### src/rtl/adc_serial_rx.sv
// adc_serial_rx: SPI-style receiver for LTC2315-class serial ADCs.
// Generates SCK/CS_N from the system clock and captures N_CH ADCs in lockstep.
// It checks the leading-zero bits, drops the warm-up frames after each enable,
// and hands samples to the DSP chain over valid/ready with overrun detection.
//
// Ports:
//   clk, rst        system clock, async active-high reset
//   en_i            continuous conversion enable
//   sck_o, cs_n_o   serial clock / chip select shared by all ADCs
//   miso_i[N_CH]    serial data, one bit per ADC
//   data_o          samples, channel k at [k*DATA_W +: DATA_W]
//   err_o[N_CH]     leading-zero error for the sample in data_o
//   valid_o/ready_i sample handshake
//   overrun_o       sticky, a sample was overwritten before it was accepted
//   clr_ovr_i       clears overrun_o
//   busy_o          high whenever the FSM is not IDLE

// Per-channel capture: leading-zero check and data shift register.
module adc_serial_rx_lane #(
    parameter int DATA_W = 12
) (
    input  logic              clk,
    input  logic              rst,
    input  logic              i_clr,
    input  logic              i_smp,
    input  logic              i_lead,
    input  logic              i_data,
    input  logic              i_miso,
    output logic [DATA_W-1:0] o_sh,
    output logic              o_err
);
    logic [DATA_W-1:0] r_sh;
    logic              r_err;

    // The shift register needs no clear because each frame rewrites all DATA_W bits.
    always_ff @(posedge clk or posedge rst) begin
        if (rst) begin
            r_sh  <= '0;
            r_err <= 1'b0;
        end else if (i_clr) begin
            r_err <= 1'b0;
        end else if (i_smp) begin
            if (i_lead && i_miso) r_err <= 1'b1;
            if (i_data)           r_sh  <= (r_sh << 1) | DATA_W'(i_miso);
        end
    end

    assign o_sh  = r_sh;
    assign o_err = r_err;
endmodule

module adc_serial_rx #(
    parameter int DATA_W     = 12,
    parameter int N_CH       = 1,
    parameter int LEAD_ZEROS = 2,
    parameter int TRAIL_BITS = 0,
    parameter int CLK_DIV    = 2,
    parameter int QUIET_CYC  = 8,
    parameter int DISCARD    = 3
) (
    input  logic                   clk,
    input  logic                   rst,
    input  logic                   en_i,
    output logic                   sck_o,
    output logic                   cs_n_o,
    input  logic [N_CH-1:0]        miso_i,
    output logic [N_CH*DATA_W-1:0] data_o,
    output logic [N_CH-1:0]        err_o,
    output logic                   valid_o,
    input  logic                   ready_i,
    output logic                   overrun_o,
    input  logic                   clr_ovr_i,
    output logic                   busy_o
);
    localparam int BITS    = LEAD_ZEROS + DATA_W + TRAIL_BITS;
    localparam int CNT_MAX = (CLK_DIV > QUIET_CYC) ? CLK_DIV : QUIET_CYC;
    localparam int CNT_W   = $clog2(CNT_MAX + 1);
    localparam int BIT_W   = $clog2(BITS + 1);
    localparam int DISC_W  = (DISCARD < 1) ? 1 : $clog2(DISCARD + 1);

    localparam logic [CNT_W-1:0] DIV_LAST = CNT_W'(CLK_DIV - 1);
    localparam logic [CNT_W-1:0] Q_LAST   = CNT_W'(QUIET_CYC - 1);
    localparam logic [BIT_W-1:0] BIT_LAST = BIT_W'(BITS - 1);

    typedef enum logic [1:0] {S_IDLE, S_SETUP, S_SHIFT, S_QUIET} state_t;

    state_t                 r_state, w_next;
    logic [CNT_W-1:0]       r_cnt;
    logic                   r_hi;       // current SCK half-period is the high one
    logic [BIT_W-1:0]       r_bit;
    logic [DISC_W-1:0]      r_disc;
    logic [N_CH*DATA_W-1:0] r_data;
    logic [N_CH-1:0]        r_err;
    logic                   r_valid;
    logic                   r_ovr;

    logic                   w_div_end, w_q_end, w_smp, w_done, w_keep, w_clr;
    logic                   w_lead, w_dat;
    int                     w_bit_n;
    logic [N_CH-1:0][DATA_W-1:0] w_sh;
    logic [N_CH-1:0]        w_err;

    assign w_div_end = (r_cnt == DIV_LAST);
    assign w_q_end   = (r_cnt == Q_LAST);
    // MISO is captured on the edge that ends the high phase (SCK 1 -> 0).
    assign w_smp     = (r_state == S_SHIFT) && r_hi && w_div_end;
    assign w_done    = (r_state == S_SHIFT) && !r_hi && w_div_end && (r_bit == BIT_LAST);
    assign w_keep    = w_done && (int'(r_disc) >= DISCARD);
    assign w_clr     = (r_state == S_SETUP);
    assign w_bit_n   = int'(r_bit);
    assign w_lead    = (w_bit_n < LEAD_ZEROS);
    assign w_dat     = (w_bit_n >= LEAD_ZEROS) && (w_bit_n < LEAD_ZEROS + DATA_W);

    for (genvar k = 0; k < N_CH; k++) begin : g_lane
        adc_serial_rx_lane #(.DATA_W(DATA_W)) u_lane (
            .clk    (clk),
            .rst    (rst),
            .i_clr  (w_clr),
            .i_smp  (w_smp),
            .i_lead (w_lead),
            .i_data (w_dat),
            .i_miso (miso_i[k]),
            .o_sh   (w_sh[k]),
            .o_err  (w_err[k])
        );
    end

    // State register
    always_ff @(posedge clk or posedge rst) begin
        if (rst) r_state <= S_IDLE;
        else     r_state <= w_next;
    end

    // Next-state logic; en_i only matters in IDLE and at the end of QUIET.
    always_comb begin
        w_next = r_state;
        case (r_state)
            S_IDLE:  if (en_i)      w_next = S_SETUP;
            S_SETUP: if (w_div_end) w_next = S_SHIFT;
            S_SHIFT: if (w_done)    w_next = S_QUIET;
            S_QUIET: if (w_q_end)   w_next = en_i ? S_SETUP : S_IDLE;
            default:                w_next = S_IDLE;
        endcase
    end

    // Outputs decoded from state so reset forces them immediately.
    always_comb begin
        cs_n_o = 1'b1;
        sck_o  = 1'b0;
        busy_o = (r_state != S_IDLE);
        case (r_state)
            S_SETUP: cs_n_o = 1'b0;
            S_SHIFT: begin
                cs_n_o = 1'b0;
                sck_o  = r_hi;
            end
            default: ;
        endcase
    end

    // Timing counters and the discard counter
    always_ff @(posedge clk or posedge rst) begin
        if (rst) begin
            r_cnt  <= '0;
            r_hi   <= 1'b0;
            r_bit  <= '0;
            r_disc <= '0;
        end else begin
            case (r_state)
                S_IDLE: begin
                    r_cnt <= '0;
                    r_hi  <= 1'b0;
                    r_bit <= '0;
                    if (en_i) r_disc <= '0;
                end
                S_SETUP: begin
                    r_bit <= '0;
                    if (w_div_end) begin
                        r_cnt <= '0;
                        r_hi  <= 1'b1;
                    end else begin
                        r_cnt <= r_cnt + 1'b1;
                    end
                end
                S_SHIFT: begin
                    if (w_div_end) begin
                        r_cnt <= '0;
                        r_hi  <= !r_hi;
                        if (!r_hi) r_bit <= r_bit + 1'b1;
                    end else begin
                        r_cnt <= r_cnt + 1'b1;
                    end
                    if (w_done && !w_keep) r_disc <= r_disc + 1'b1;
                end
                default: begin
                    r_hi <= 1'b0;
                    if (w_q_end) r_cnt <= '0;
                    else         r_cnt <= r_cnt + 1'b1;
                end
            endcase
        end
    end

    // Sample register and handshake. A completing frame always wins over a
    // transfer, so valid stays high when both happen on one edge.
    always_ff @(posedge clk or posedge rst) begin
        if (rst) begin
            r_data  <= '0;
            r_err   <= '0;
            r_valid <= 1'b0;
            r_ovr   <= 1'b0;
        end else begin
            if (w_keep) begin
                r_data  <= w_sh;
                r_err   <= w_err;
                r_valid <= 1'b1;
            end else if (r_valid && ready_i) begin
                r_valid <= 1'b0;
            end
            if (w_keep && r_valid && !ready_i) r_ovr <= 1'b1;
            else if (clr_ovr_i)                r_ovr <= 1'b0;
        end
    end

    assign data_o    = r_data;
    assign err_o     = r_err;
    assign valid_o   = r_valid;
    assign overrun_o = r_ovr;
endmodule

### config.mk
export PLATFORM = sky130hd
export DESIGN_NAME = adc_serial_rx
export DESIGN_NICKNAME = d
export VERILOG_FILES = /design/src/rtl/adc_serial_rx.sv
export SDC_FILE = /design/constraint.sdc
export NUM_CORES = 1
export LEC_CHECK = 0
export CAP_MARGIN = 30
export CORE_ASPECT_RATIO = 1.2
export CORE_MARGIN = 2
export CORE_UTILIZATION = 49
export DETAILED_ROUTE_END_ITERATION = 6
export MAX_ROUTING_LAYER = met4
export PLACE_DENSITY = 0.82
export SLEW_MARGIN = 25
export SYNTH_ARGS = -nofsm -noshare
export SYNTH_HDL_FRONTEND = slang
export SYNTH_SLANG_ARGS = --single-unit
export TNS_END_PERCENT = 10
### constraint.sdc
create_clock -name clk -period 2.1 [get_ports clk]
set_input_delay 0.21 -clock clk [delete_from_list [all_inputs] [get_ports clk]]
set_output_delay 0.21 -clock clk [all_outputs]
set_load 0.005 [all_outputs]
After elaboration in Yosys (flattened, before gate mapping) --
Index checks and enable logic that the tools add are counted.
Cells by class: $add $sub $neg 3, order comparisons 4, equal/unequal tests 13, mux-type cells 27, bitwise gates (word level) 2, reductions and logical operators 31
Operators with widths (count):
- $mux 4 | 4
- $pmux 4 s2 | 2
- $reduce_bool 2->1 | 7
- $logic_and 1x1->1 | 12
- $mux 1 | 12
- $mux 2 | 6
- $ne 2x2->1 const B | 6
- $or 12x1->12 | 1
- $reduce_and 3->1 | 3
- $add 4x1->4 const B | 2
- $pmux 2 s4 | 1
- $eq 2x2->1 const B | 2
- $eq 4x1->1 const B | 1
- $eq 4x3->1 const B | 1
- $eq 4x4->1 const B | 1
- $ge 4x2->1 const B | 1
- $lt 4x2->1 const B | 1
- $lt 4x4->1 const B | 1
- $pmux 2 s2 | 1
- $reduce_and 2->1 | 2
- $reduce_and 4->1 | 1
- $reduce_or 2->1 | 2
- $logic_not 1->1 | 3
- $add 2x1->2 const B | 1
- other kinds (6) | 6
Storage, ports and cells: flip-flop bits (word level) 41, output and inout bits 18, word-level logic and storage cells 91

Longest topological paths before layout --
Gate-level depths: netlist of the first run.
depth after elaboration 9, depth in mapped cells 8, mapped depth without buffers 6

Cells and area by module --
A second synthesis of the first run with hierarchy kept.
Unflattened totals: cells, all modules 166, area total of the unflattened synthesis 2084.5 µm²
Modules (own cells, without submodules):
- adc_serial_rx | times used 1, cells an instance 136, area an instance 1541.5 µm²
- adc_serial_rx_lane | times used 1, cells an instance 30, area an instance 543.0 µm²

Least setup slack after synthesis of the first run --
Ideal clock, no wire load.
path type reg-to-reg, from register r_state[0], to register g_lane[0].u_lane.r_sh[0], arrival time 1.868 ns, path slack 0.107 ns, cell stages (with the launch flop) 9, buffers on the path 2, period minus slack after synthesis 1.993 ns, path through dfrtp_1 -> inv_1 -> ha_1 -> buf_2 -> and2_1 -> nand3_1 -> a21oi_1 -> buf_2 -> mux2_2
Between the ends: longest elaborated chain between the ends 4, elaborated cells on any way between the ends 6
Ends and longest elaborated chain:
- start, declared | RTL line 87 | state_t r_state, w_next;
- start signal, assigned | RTL line 131 | else r_state <= w_next;
- $eq 2x2->1 | RTL line 106 | assign w_smp = (r_state == S_SHIFT) && r_hi && w_div_end;
- $logic_and 1x1->1 (2 in series) | RTL line 106
- $reduce_and 3->1 (no line) (*)
- end signal, assigned | RTL line 44 | if (i_data) r_sh <= (r_sh << 1) | DATA_W'(i_miso);
- end, declared | RTL line 32 | logic [DATA_W-1:0] r_sh;
Mark *: on every way between the ends. The rest lies on a longest branch, timed or not. A chain may end at the register's enable or synchronous reset.

Worst setup path after layout of the first run --
from register r_state[0], to output port sck_o
Between the ends: longest elaborated chain between the ends 2
Ends and longest elaborated chain:
- $eq 2x2->1 | RTL line 151 | case (r_state)
- $mux 1 | RTL line 151
- end, declared | RTL line 64 | output logic sck_o,
Every way passes these cells.

==> summary.md, run 1 <==
| Metric | Value |
|---|---|
| Run status | completed |
| Number of nets in the final layout | 205 |
| Int Pwr | between 1000 and 1500 uW |
| Crit end category | output pin |
| Number of fillers in the final layout | roughly 310 |
| Static leakage | 0.00114 uW |
| Worst Max-Slew Pin Slew | 0.502 ns |
| # Post-CTS Setup Buffers | 0 |
| Part of the Yosys area used for sequential elements | 51.6% |
| Worst vdd ir | between 0.0004 and 0.0005 V |
| Number of failing hold endpoints at the final stage | 0 |
| Worst Path Class, Setup | flip-flop to output pin |
| Post-synthesis instance total | roughly 160 |
| Switching power total | 297 uW |
| Maximum clock insertion buffer count | 2 |
| Count of final max-slew check failures | 0 |
| Clock Latency Late Sink | about 0.29 ns |
| Mapped Avg Cell Area | 12.7 um2 |
| Routed wirelength normalized by instance count | 14.7 um |
| Initial Utilization | 50.8% |
| Setup repair after global routing missed its margin | false |
| Worst min-delay path class | input port to async pin |
| Die Y-Extent | 73.8 um |
| Maximum clock skew at final layout | 0.00749 ns |
| Final wirelength | 3.56 mm |
| Setup tns final | 0 ns |
| Row count | 25 |
| Number of clock sinks | 41 |
| Remaining design rule violation count | 0 |
| Largest net degree at the start of global routing | 42 |
| Relative contribution of combinational cells to total power | 2.6% |
| Top Ports | 24 |
| Relative slew slack | 66.5% |
| Area inside the core boundary | approximately 3900 um2 |
| Final worst path period need | 2.01 ns |
| Pre-Repair DR Iteration Count | 4 |
| CTS root buffer | sky130_fd_sc_hd__clkbuf_8 |
| Via total after detailed routing | 1283 |
| Synth Net Count | 175 |
| Initial antenna violation count | 0 |
| Endpoint required time on the critical path | 1.89 ns |
| Most common library cell in the layout ignoring fill and taps | sky130_fd_sc_hd__dfrtp_1 |
| Portion of total power attributed to the clock network | a little over two fifths |
| Clock input transition at the sequential cells of the worst setup and hold paths | 0.08 ns |
| Overflow after GRT | 0 |
| Gp weighted congestion | 0.844 |
| Netlist area before placement | a little under 2000 um2 |
| Buffers added on ports | 23 |
| Number of vias per cell after detailed routing | 5.30 |
| Number of nets with antenna violations after detailed routing | 0 |
| Layout overhead on the synthesized area | 21.2% |
| Max cap viols | 0 |
| Placed wire-length estimate | 2.66 mm |
| Starting DRT DRC Count | 70 |
| Final setup violation count | 0 |
| Total Die Area | 4580 um2 |
| Vias in the first global route | 1343 |
| Number of synthesized register bits | 41 |
| Startpoint types | flip-flop |
| All-layer global routing usage | 18.1% |
| Sw frac | approximately a fifth |
| H-tree depth reported by CTS | 2 |
| Number of buffers added by the clock tree synthesis step | 5 |
| Highest Clock Rate | between 400 and 500 MHz |
| Sum of internal, switching and leakage power | 1500 uW |
| CTS tree | done |
| Crit path arrival time | 1.80 ns |
| Global-route wire length before repair | 6.15 mm |
| Ant diodes | 0 |
| Commonest non-fill, non-tap cells in the layout | sky130_fd_sc_hd__dfrtp_1 (41), sky130_fd_sc_hd__clkdlybuf4s50_1 (23), sky130_fd_sc_hd__mux2_2 (18) |
| Ratio of cells with drive above 1 in the final layout | 25.0% |
| Power density normalized to cell area | 624 nW/um2 |
| Syn. warnings | 0 |
| Peak fanout along the critical path | 6 |
| Final worst path period share | a little over nine tenths |
| Die W | roughly 62 um |
| Flop pwr share | between 50% and 60% |
| Yosys cell types | 37 |
-- metrics by stage --
stage	cell area (um2)	std cells	worst slack (ns)	util (%)	hold slack, ns
finish	2410	242	0.0872	61.6	0.335
CTS	2400	242	0.0294	61.4	0.346
detailed placement	2280	234	0.0919	58.3	0.493
global placement	2280	234	0.182	58.3	0.474
floorplan	1990	157	0.107	-	0.319
global route	2410	242	0.00666	61.6	0.417
-- Yosys cell counts (all sizes together) --
| library cell | instances | share of area, % |
|---|---|---|
| a21oi | 5 | 1.3 |
| nor3b | 1 | 0.63 |
| o21ai | 1 | 0.25 |
| a2bb2oi | 1 | 0.44 |
| or3b | 1 | 0.44 |
| nor2 | 11 | 2.1 |
| a211oi | 2 | 0.76 |
| nand2b | 2 | 0.63 |
| o221a | 1 | 0.57 |
| nor3 | 3 | 1.3 |
| nand3b | 2 | 0.76 |
| mux2 | 26 | 16 |
| dfrtp | 41 | 52 |
| ha | 12 | 7.6 |
| a21o | 2 | 0.76 |
| mux2i | 3 | 1.5 |
| nand3 | 2 | 0.50 |
| a31oi | 1 | 0.32 |
| o22ai | 3 | 0.94 |
| o211a | 1 | 0.50 |
| nor4 | 1 | 0.32 |
| nand2 | 6 | 1.5 |
| a41o | 1 | 0.50 |
| inv | 13 | 2.5 |
| o31ai | 2 | 0.76 |
| o22a | 1 | 0.44 |
| buf | 5 | 2.2 |
| a41oi | 1 | 0.44 |
| or3 | 1 | 0.32 |
| nor4b | 1 | 0.44 |
| xnor2 | 2 | 0.88 |
| and2 | 1 | 0.32 |
| nand4 | 1 | 0.32 |
-- critical path, stage by stage (launching register included) --
cell and delay [ns]:
sky130_fd_sc_hd__dfrtp_1 0.44, sky130_fd_sc_hd__inv_2 0.11, sky130_fd_sc_hd__ha_2 0.23, sky130_fd_sc_hd__and2_1 0.20, sky130_fd_sc_hd__clkdlybuf4s50_1 0.53
-- registers in the layout, summed over array words and instances, names as in the netlist --
signal               cells
err_o                    1
r_disc                   2
r_hi                     1
data_o                  12
r_bit                    4
g_lane.u_lane.o_sh      12
valid_o                  1
overrun_o                1
r_cnt                    4
g_lane.u_lane.o_err      1
r_state                  2
-- power groups by stage --
stage	registers [uW]	clock network (uW)	logic [uW]
3_3_place_gp	824	0	38.6
5_1_grt	811	710	44.7
4_1_cts	809	676	40.0
3_5_place_dp	825	0	39.9
2_1_floorplan	822	0	22.5
6_report	809	654	38.6
-- what timing repair did --
item,in CTS,in global routing
setup endpoints to repair,1,2
endpoints found under the hold margin,0,0
pin swaps,0,0
resized for setup,1,3
cloned,0,0
hold buffers,0,0
-- per-layer routing --
layer	GRT usage, %	wire (um)	up-vias
met5	-	0	-
li1	-	-	607
met2	32.0	1890	33
met3	5.36	190	7
met1	19.0	1410	636
met4	7.90	65	0
-- kinds of logic (layout without fill, tap and decap cells) --
kind of cell,after synthesis,count (layout),synth area share (%)
AOI/OAI and AO/OA,22,22,7.93
xor gates and xnor gates,2,2,0.882
adders and majority gates,12,12,7.56
buffers and inverters,18,49,4.66
DFF,41,41,51.6
muxes,29,29,17.8
and+or+nand+nor,33,33,9.57
-- path summary, 6_finish.rpt --
check	startpoint	endpoint	slack (ns)	cells past startpoint
hold reg to reg	r_cnt[0]	r_cnt[0]	0.51	1
hold / removal	rst	err_o	0.34	3
setup / recovery	r_state[0]	sck_o	0.09	4
min in group clk	clr_ovr_i	overrun_o	0.49	2
setup reg to reg	r_state[1]	g_lane[0].u_lane.o_sh[8]	0.19	7
max in group asynchronous	rst	data_o[7]	1.41	3
-- cell type report --
cell class,count,area (um2),area share (%)
Clock buffer,6,82.6,3.43
Tap cell,54,67.6,2.81
Multi-Input combinational cell,98,878,36.5
Clock inverter,2,37.5,1.56
Timing Repair Buffer,28,268,11.1
Sequential cell,41,1030,42.6
Inverter,13,48.8,2.03
No activity file was read; power rests on OpenSTA's default activity.
==> run 2, diff against run 1 <==
- CORE_UTILIZATION: 49 -> 54
- DONT_BUFFER_PORTS: default -> 1
- PLACE_DENSITY: 0.82 -> 0.8
- SYNTH_HIERARCHICAL: default -> 1
==> run 2 against run 1 <==
  * Setup slack better by 0.059 ns
  * Combinational power rose by 1%
  * Sequential power about the same
  * Worst hold slack got worse by 0.27 ns
  * Sequential cell count unchanged
  * Cell area fell by 4.5%
  * Power grew 0.38%
  * Clock power about the same
  * Core utilization up 1.2 points
  * Cell count down 5.4%
  * Non-clock buffer count is 19 lower
  * Critical path type is now flip-flop to flip-flop
  * Largest cell class unchanged
  * Largest power group unchanged
  * Highest routed layer unchanged
==> summary.md, run 2 <==
| Metric | Value |
|---|---|
| Worst Hold Path Cells | 1 |
| Setup repair after global routing missed its margin | false |
| Remaining design rule violation count | 0 |
| Final worst path period share | 93.0% |
| FF-to-FF path depth | 6 |
| Gp weighted congestion | 0.837 |
| Setup ws final | 0.147 ns |
| Ys async rst share | 100% |
| Number of nets in the final layout | 193 |
| Number of vias per cell after detailed routing | 5.69 |
| Setup WS pre-CTS | 0.0668 ns |
| Maximum clock skew at final layout | 0.00632 ns |
| Number of fillers in the final layout | between 300 and 400 |
| Peak fanout along the critical path | 6 |
| Worst Path Class, Setup | flip-flop to flip-flop |
| Run status | completed |
| Number of synthesized flops with an enable pin | 0 |
| Number of synthesized register bits | 41 |
| Overflow after GRT | 0 |
| Area inside the core boundary | 3660 um2 |
| Die W | 60.7 um |
| Worst vdd ir | 0.000290 V |
| Synth top area cells | sky130_fd_sc_hd__dfrtp_1 (49%), sky130_fd_sc_hd__mux2_4 (13%), sky130_fd_sc_hd__ha_1 (6.6%), sky130_fd_sc_hd__mux2_2 (3.8%), sky130_fd_sc_hd__inv_1 (2.2%) |
| Count of final max-slew check failures | 0 |
| Endpoint required time on the critical path | 2.32 ns |
| Row count | 24 |
| Relative slew slack | 60.8% |
| Part of the Yosys area used for sequential elements | 49.2% |
| Starting DRT DRC Count | 56 |
| All-layer global routing usage | about a fifth |
| Syn. warnings | 6 |
| Predominant post-synthesis flop cell | sky130_fd_sc_hd__dfrtp_1 |
| Initial antenna violation count | 0 |
| Mapped Avg Cell Area | ~13 um2 |
| Commonest non-fill, non-tap cells in the layout | sky130_fd_sc_hd__dfrtp_1 (41), sky130_fd_sc_hd__mux2_4 (18), sky130_fd_sc_hd__inv_1 (12) |
| Post-synth top cells | sky130_fd_sc_hd__dfrtp_1 (41), sky130_fd_sc_hd__mux2_4 (18), sky130_fd_sc_hd__inv_1 (12) |
| Most common library cell in the layout ignoring fill and taps | sky130_fd_sc_hd__dfrtp_1 |
| Pre-Repair DR Iteration Count | 4 |
| Most frequently used cell type in the post-synthesis netlist | sky130_fd_sc_hd__dfrtp_1 |
| Via total after detailed routing | 1303 |
| Largest net degree at the start of global routing | 17 |
| Yosys cell types | 40 |
| Clock Latency Late Sink | 0.29 ns |
| Total Die Area | 4380 um2 |
| Number of failing hold endpoints at the final stage | 0 |
| Crit end category | flip-flop |
| Global-route wire length before repair | 6.27 mm |
| Top Ports | 24 |
| Area share of the leading cell type in the synthesized netlist | 49.2% |
| Final setup violation count | 0 |
| Die Y-Extent | ~70 um |
| Netlist area before placement | 2080 um2 |
| Layout overhead on the synthesized area | 10.3% |
| Ratio of cells with drive above 1 in the final layout | 26.6% |
| CTS root buffer | sky130_fd_sc_hd__clkbuf_8 |
| Maximum clock insertion buffer count | 2 |
| Final wirelength | 3.73 mm |
| Final worst path period need | 1.95 ns |
| Vias in the first global route | 1345 |
| Number of nets with antenna violations after detailed routing | 0 |
| Cell type with the highest aggregate area in the netlist | sky130_fd_sc_hd__dfrtp_1 |
| Routed wirelength normalized by instance count | 16.3 um |
| Placed wire-length estimate | 2.80 mm |
| Post-synthesis instance total | 166 |
| CTS tree | done |
| Worst Max-Slew Pin Slew | 0.587 ns |
| Crit path arrival time | 2.17 ns |
| H-tree depth reported by CTS | 2 |
| Ant diodes | 0 |
| Static leakage | 0.00112 uW |
| Initial Utilization | 56.9% |
| Power density normalized to cell area | 656 nW/um2 |
| Max cap viols | 0 |
| Synth Net Count | 183 |
| Setup tns final | 0 ns |
| Highest Clock Rate | 512 MHz |
| Startpoint types | flip-flop |
| Buffers added on ports | 0 |
| Worst min-delay path class | input port to flip-flop |
| Number of clock sinks | 41 |
| Number of buffers added by the clock tree synthesis step | 5 |
| Clock input transition at the sequential cells of the worst setup and hold paths | roughly 0.08 ns |
[run 2: cell count changes after synthesis, moves of 2 or more]
cell                       delta
sky130_fd_sc_hd__a21o_1       -2
sky130_fd_sc_hd__mux2_4      +10
sky130_fd_sc_hd__nand2b_1     +2
sky130_fd_sc_hd__clkbuf_1     +3
sky130_fd_sc_hd__mux2_2      -11
sky130_fd_sc_hd__a31oi_1      +2
sky130_fd_sc_hd__buf_2        -2
sky130_fd_sc_hd__nand3_1      +2
sky130_fd_sc_hd__a22o_1       +2
sky130_fd_sc_hd__o21ai_0      +5
[run 2: area by class of cell]
class / instances / area, um2 / share of cell area (%)
sequential: 41 / 1030 / 44.6
clock inverter: 2 / 37.5 / 1.63
clock buffer: 6 / 82.6 / 3.59
multi-input combinational: 107 / 971 / 42.2
timing repair buffer: 9 / 72.6 / 3.16
tap: 52 / 65.1 / 2.83
inverter: 12 / 45.0 / 1.96
[run 2: what timing repair did]
action	4_1_cts	5_1_grt
setup endpoints to repair	0	8
gates resized for setup	0	1
hold buffers	1	1
endpoints found under the hold margin	28	1
buffers inserted	0	0
[run 2: critical path: stages, from the launching register on]
cell and delay (ns):
sky130_fd_sc_hd__dfrtp_1 0.40, sky130_fd_sc_hd__inv_1 0.06, sky130_fd_sc_hd__ha_1 0.17, sky130_fd_sc_hd__or3b_4 0.44
sky130_fd_sc_hd__o31ai_1 0.36, sky130_fd_sc_hd__and3_1 0.26, sky130_fd_sc_hd__mux2i_1 0.19
[run 2: routing by layer]
metal | vias up | GRT usage, % | share of wire [%]
met5 | - | - | 0
met4 | 0 | 6.52 | 1.5
met3 | 8 | 4.81 | 4.7
met2 | 40 | 33.9 | 52
met1 | 646 | 22.3 | 42
li1 | 609 | - | -
[run 2: path summary, 6_finish.rpt]
kind	startpoint	to	slack (ns)
min in group asynchronous	rst	g_lane[0].u_lane/o_sh[10]	0.40
min	miso_i	g_lane[0].u_lane/o_sh[0]	0.07
max reg2reg	r_cnt[1]	r_state[1]	0.15
min reg2reg	r_cnt[0]	r_cnt[0]	0.50
max in group asynchronous	rst	r_cnt[0]	1.05
max	r_cnt[1]	r_state[1]	0.15
[run 2: kinds of logic (layout without fill, tap and decap cells)]
kind of cell               after synthesis  count (layout)  share of synthesized area, %
adders and majority gates               11              11                          6.60
muxes                                   27              27                          17.7
xor gates and xnor gates                 2               2                         0.840
and+or+nand+nor                         41              41                          13.0
buffers and inverters                   18              29                          4.32
AOI/OAI and AO/OA                       26              26                          8.28
DFF                                     41              41                          49.2
[run 2: stage by stage]
step	instances	hold slack, ns	power, uW	util [%]	cell area [um2]
floorplan	166	0.0870	853	-	2080
global placement	219	0.134	861	58.9	2160
detailed placement	219	0.153	865	58.9	2160
CTS	228	0.00622	1530	62.4	2290
global route	229	0.0556	1570	62.8	2300
finish	229	0.0678	1510	62.8	2300
[run 2: power breakdown]
group | internal [uW] | switching, uW | leakage (uW)
Sequential | 802 | 10.8 | 0.000519
Combinational | 19.4 | 19.7 | 0.000539
Clock | 386 | 270 | 0.0000574
Total | 1210 | 300 | 0.00112
==> run 3, diff against run 2 <==
- PLACE_DENSITY: 0.8 -> 0.77
- clock period: 2.1 -> 2.5 ns (I/O delays scaled with it)
==> run 3 against run 2 <==
  * Count of clock-buffer cells in the layout unchanged
  * Register-to-register slack gained 0.21 ns
  * First-iteration DRC count is 34% lower
  * Power down 16%
  * Cell area is 2.2% lower
  * Setup slack improved by 0.21 ns
  * Core utilization shrank 1.4 points
  * Largest power group unchanged
  * Cell count decreased by 2.6%
  * Sequential power is 16% lower
==> summary.md, run 3 (synthesis gave the netlist of run 2 again) <==
| Metric | Value |
|---|---|
| Worst Max-Slew Pin Slew | 0.514 ns |
| Final wirelength | 3.52 mm |
| Number of nets with antenna violations after detailed routing | 0 |
| Setup ws final | about 0.36 ns |
| Most common library cell in the layout ignoring fill and taps | sky130_fd_sc_hd__dfrtp_1 |
| Top Ports | 24 |
| Startpoint types | flip-flop |
| Placed Cells | between 200 and 250 |
| Endpoint required time on the critical path | 2.68 ns |
| Static leakage | between 0.001 and 0.0015 uW |
| Cells along the critical path | inv_1 > ha_1 > and2_1 > and2_1 > nand3b_4 > mux2_4 |
| Global-route wire length before repair | 5.91 mm |
| Gp weighted congestion | just under 0.8 |
| Number of nets in the final layout | 187 |
| Maximum clock insertion buffer count | 2 |
| All-layer global routing usage | 18.6% |
| Final setup violation count | 0 |
| Ant diodes | 0 |
| Buffers added on ports | 0 |
| Die Y-Extent | 72.1 um |
| Worst path bufs/invs | 1 |
| Ratio of cells with drive above 1 in the final layout | 24.0% |
| Vias in the first global route | between 1000 and 1500 |
| Highest Clock Rate | 467 MHz |
| Worst vdd ir | 0.000303 V |
| CTS root buffer | sky130_fd_sc_hd__clkbuf_8 |
| # Post-CTS Setup Buffers | 0 |
| Crit end category | flip-flop |
| Clock input transition at the sequential cells of the worst setup and hold paths | 0.08 ns |
| Total Die Area | roughly 4400 um2 |
| Setup repair after global routing missed its margin | false |
| Initial antenna violation count | 0 |
| Routed wirelength normalized by instance count | 15.8 um |
| Commonest non-fill, non-tap cells in the layout | sky130_fd_sc_hd__dfrtp_1 (41), sky130_fd_sc_hd__mux2_4 (18), sky130_fd_sc_hd__inv_1 (12) |
| CTS tree | done |
| Maximum clock skew at final layout | 0.00268 ns |
| Largest net degree at the start of global routing | 17 |
| Crit path arrival time | 2.32 ns |
| Sum of internal, switching and leakage power | 1260 uW |
| Number of clock sinks | 41 |
| Initial Utilization | between 50% and 60% |
| Number of failing hold endpoints at the final stage | 0 |
| Die W | 60.7 um |
| Layout overhead on the synthesized area | 7.92% |
| Row count | 24 |
| Hold buffers post-CTS | 1 |
| Pre-Repair DR Iteration Count | 4 |
| Clock Latency Late Sink | 0.29 ns |
| Number of vias per cell after detailed routing | roughly 5.7 |
| Final worst path period share | a little under nine tenths |
| Worst Path Class, Setup | flip-flop to flip-flop |
| Area inside the core boundary | 3660 um2 |
| Overflow after GRT | 0 |
| Setup WS pre-CTS | 0.366 ns |
| Remaining design rule violation count | 0 |
| Most numerous cell on the critical path | sky130_fd_sc_hd__and2_1 |
| Number of buffers added by the clock tree synthesis step | 5 |
| Run status | completed |
| H-tree depth reported by CTS | 2 |
| Peak fanout along the critical path | 13 |
| Worst min-delay path class | input port to flip-flop |
| Count of final max-slew check failures | 0 |
| Setup tns final | 0 ns |
| Final worst path period need | ~2.1 ns |
| Placed wire-length estimate | 2.66 mm |
| Count of cells resized by post-cts repair | 0 |
| Delay-heaviest family, CP | simple AND/OR/NAND/NOR gates |
| Maximum cell stage delay along the critical path | 0.44 ns |
| Relative slew slack | 65.7% |
| Non-filler cells, final | 223 |
| Starting DRT DRC Count | 37 |
| Power density normalized to cell area | 560 nW/um2 |
| Max cap viols | 0 |
| Critical Path Slowest Stage Cell | sky130_fd_sc_hd__ha_1 |
| Via total after detailed routing | 1262 |
[run 3: changes by cell type in the layout (fill, tap and decap cells not counted), sizes merged]
cell / previous run / this run
buf: 7 / 2
dlygate4sd3: 2 / 1
[run 3: final timing paths]
path,startpoint,end,slack [ns],cells after the start
setup / recovery,r_state[0],g_lane[0].u_lane/o_sh[4],0.36,6
hold / removal,clr_ovr_i,overrun_o,0.05,1
setup reg to reg,r_state[0],g_lane[0].u_lane/o_sh[4],0.36,6
hold reg to reg,r_cnt[0],r_cnt[0],0.49,1
max in group asynchronous,rst,err_o,1.43,3
min in group asynchronous,rst,g_lane[0].u_lane/o_sh[10],0.45,2
[run 3: metrics by stage]
stage | util, % | hold WS [ns] | area [um2]
after CTS | 61.4 | 0.0407 | 2250
after global routing | 61.4 | 0.0375 | 2250
after global placement | 57.9 | 0.162 | 2120
after floorplan | - | 0.127 | 2080
after detailed placement | 57.9 | 0.179 | 2120
final | 61.4 | 0.0476 | 2250
[run 3: worst register-to-register path, stage by stage (launching register included)]
cell and delay (ns):
sky130_fd_sc_hd__dfrtp_1 0.42, sky130_fd_sc_hd__inv_1 0.14, sky130_fd_sc_hd__ha_1 0.44, sky130_fd_sc_hd__and2_1 0.24
sky130_fd_sc_hd__and2_1 0.21, sky130_fd_sc_hd__nand3b_4 0.22, sky130_fd_sc_hd__mux2_4 0.37
[run 3: area by class of cell]
cell class	instances	area (um2)
Fill cell	309	1410
Timing Repair Buffer	3	25.0
Sequential cell	41	1030
Inverter	12	45.0
Clock buffer	6	82.6
Tap cell	52	65.1
Clock inverter	2	37.5
Multi-Input combinational cell	107	968
[run 3: per-layer routing]
layer / up-vias / GRT usage, % / share of wire [%]
li1: 598 / - / -
met1: 627 / 21.4 / 42
met2: 29 / 31.2 / 52
met3: 8 / 5.17 / 4.0
met4: 0 / 5.80 / 1.7
met5: - / - / 0
[run 3: report_power, final]
part	internal [uW]	switching [uW]	leakage, uW
sequential	673	8.84	0.000519
combinational	15.3	15.9	0.000516
clock	324	223	0.0000574
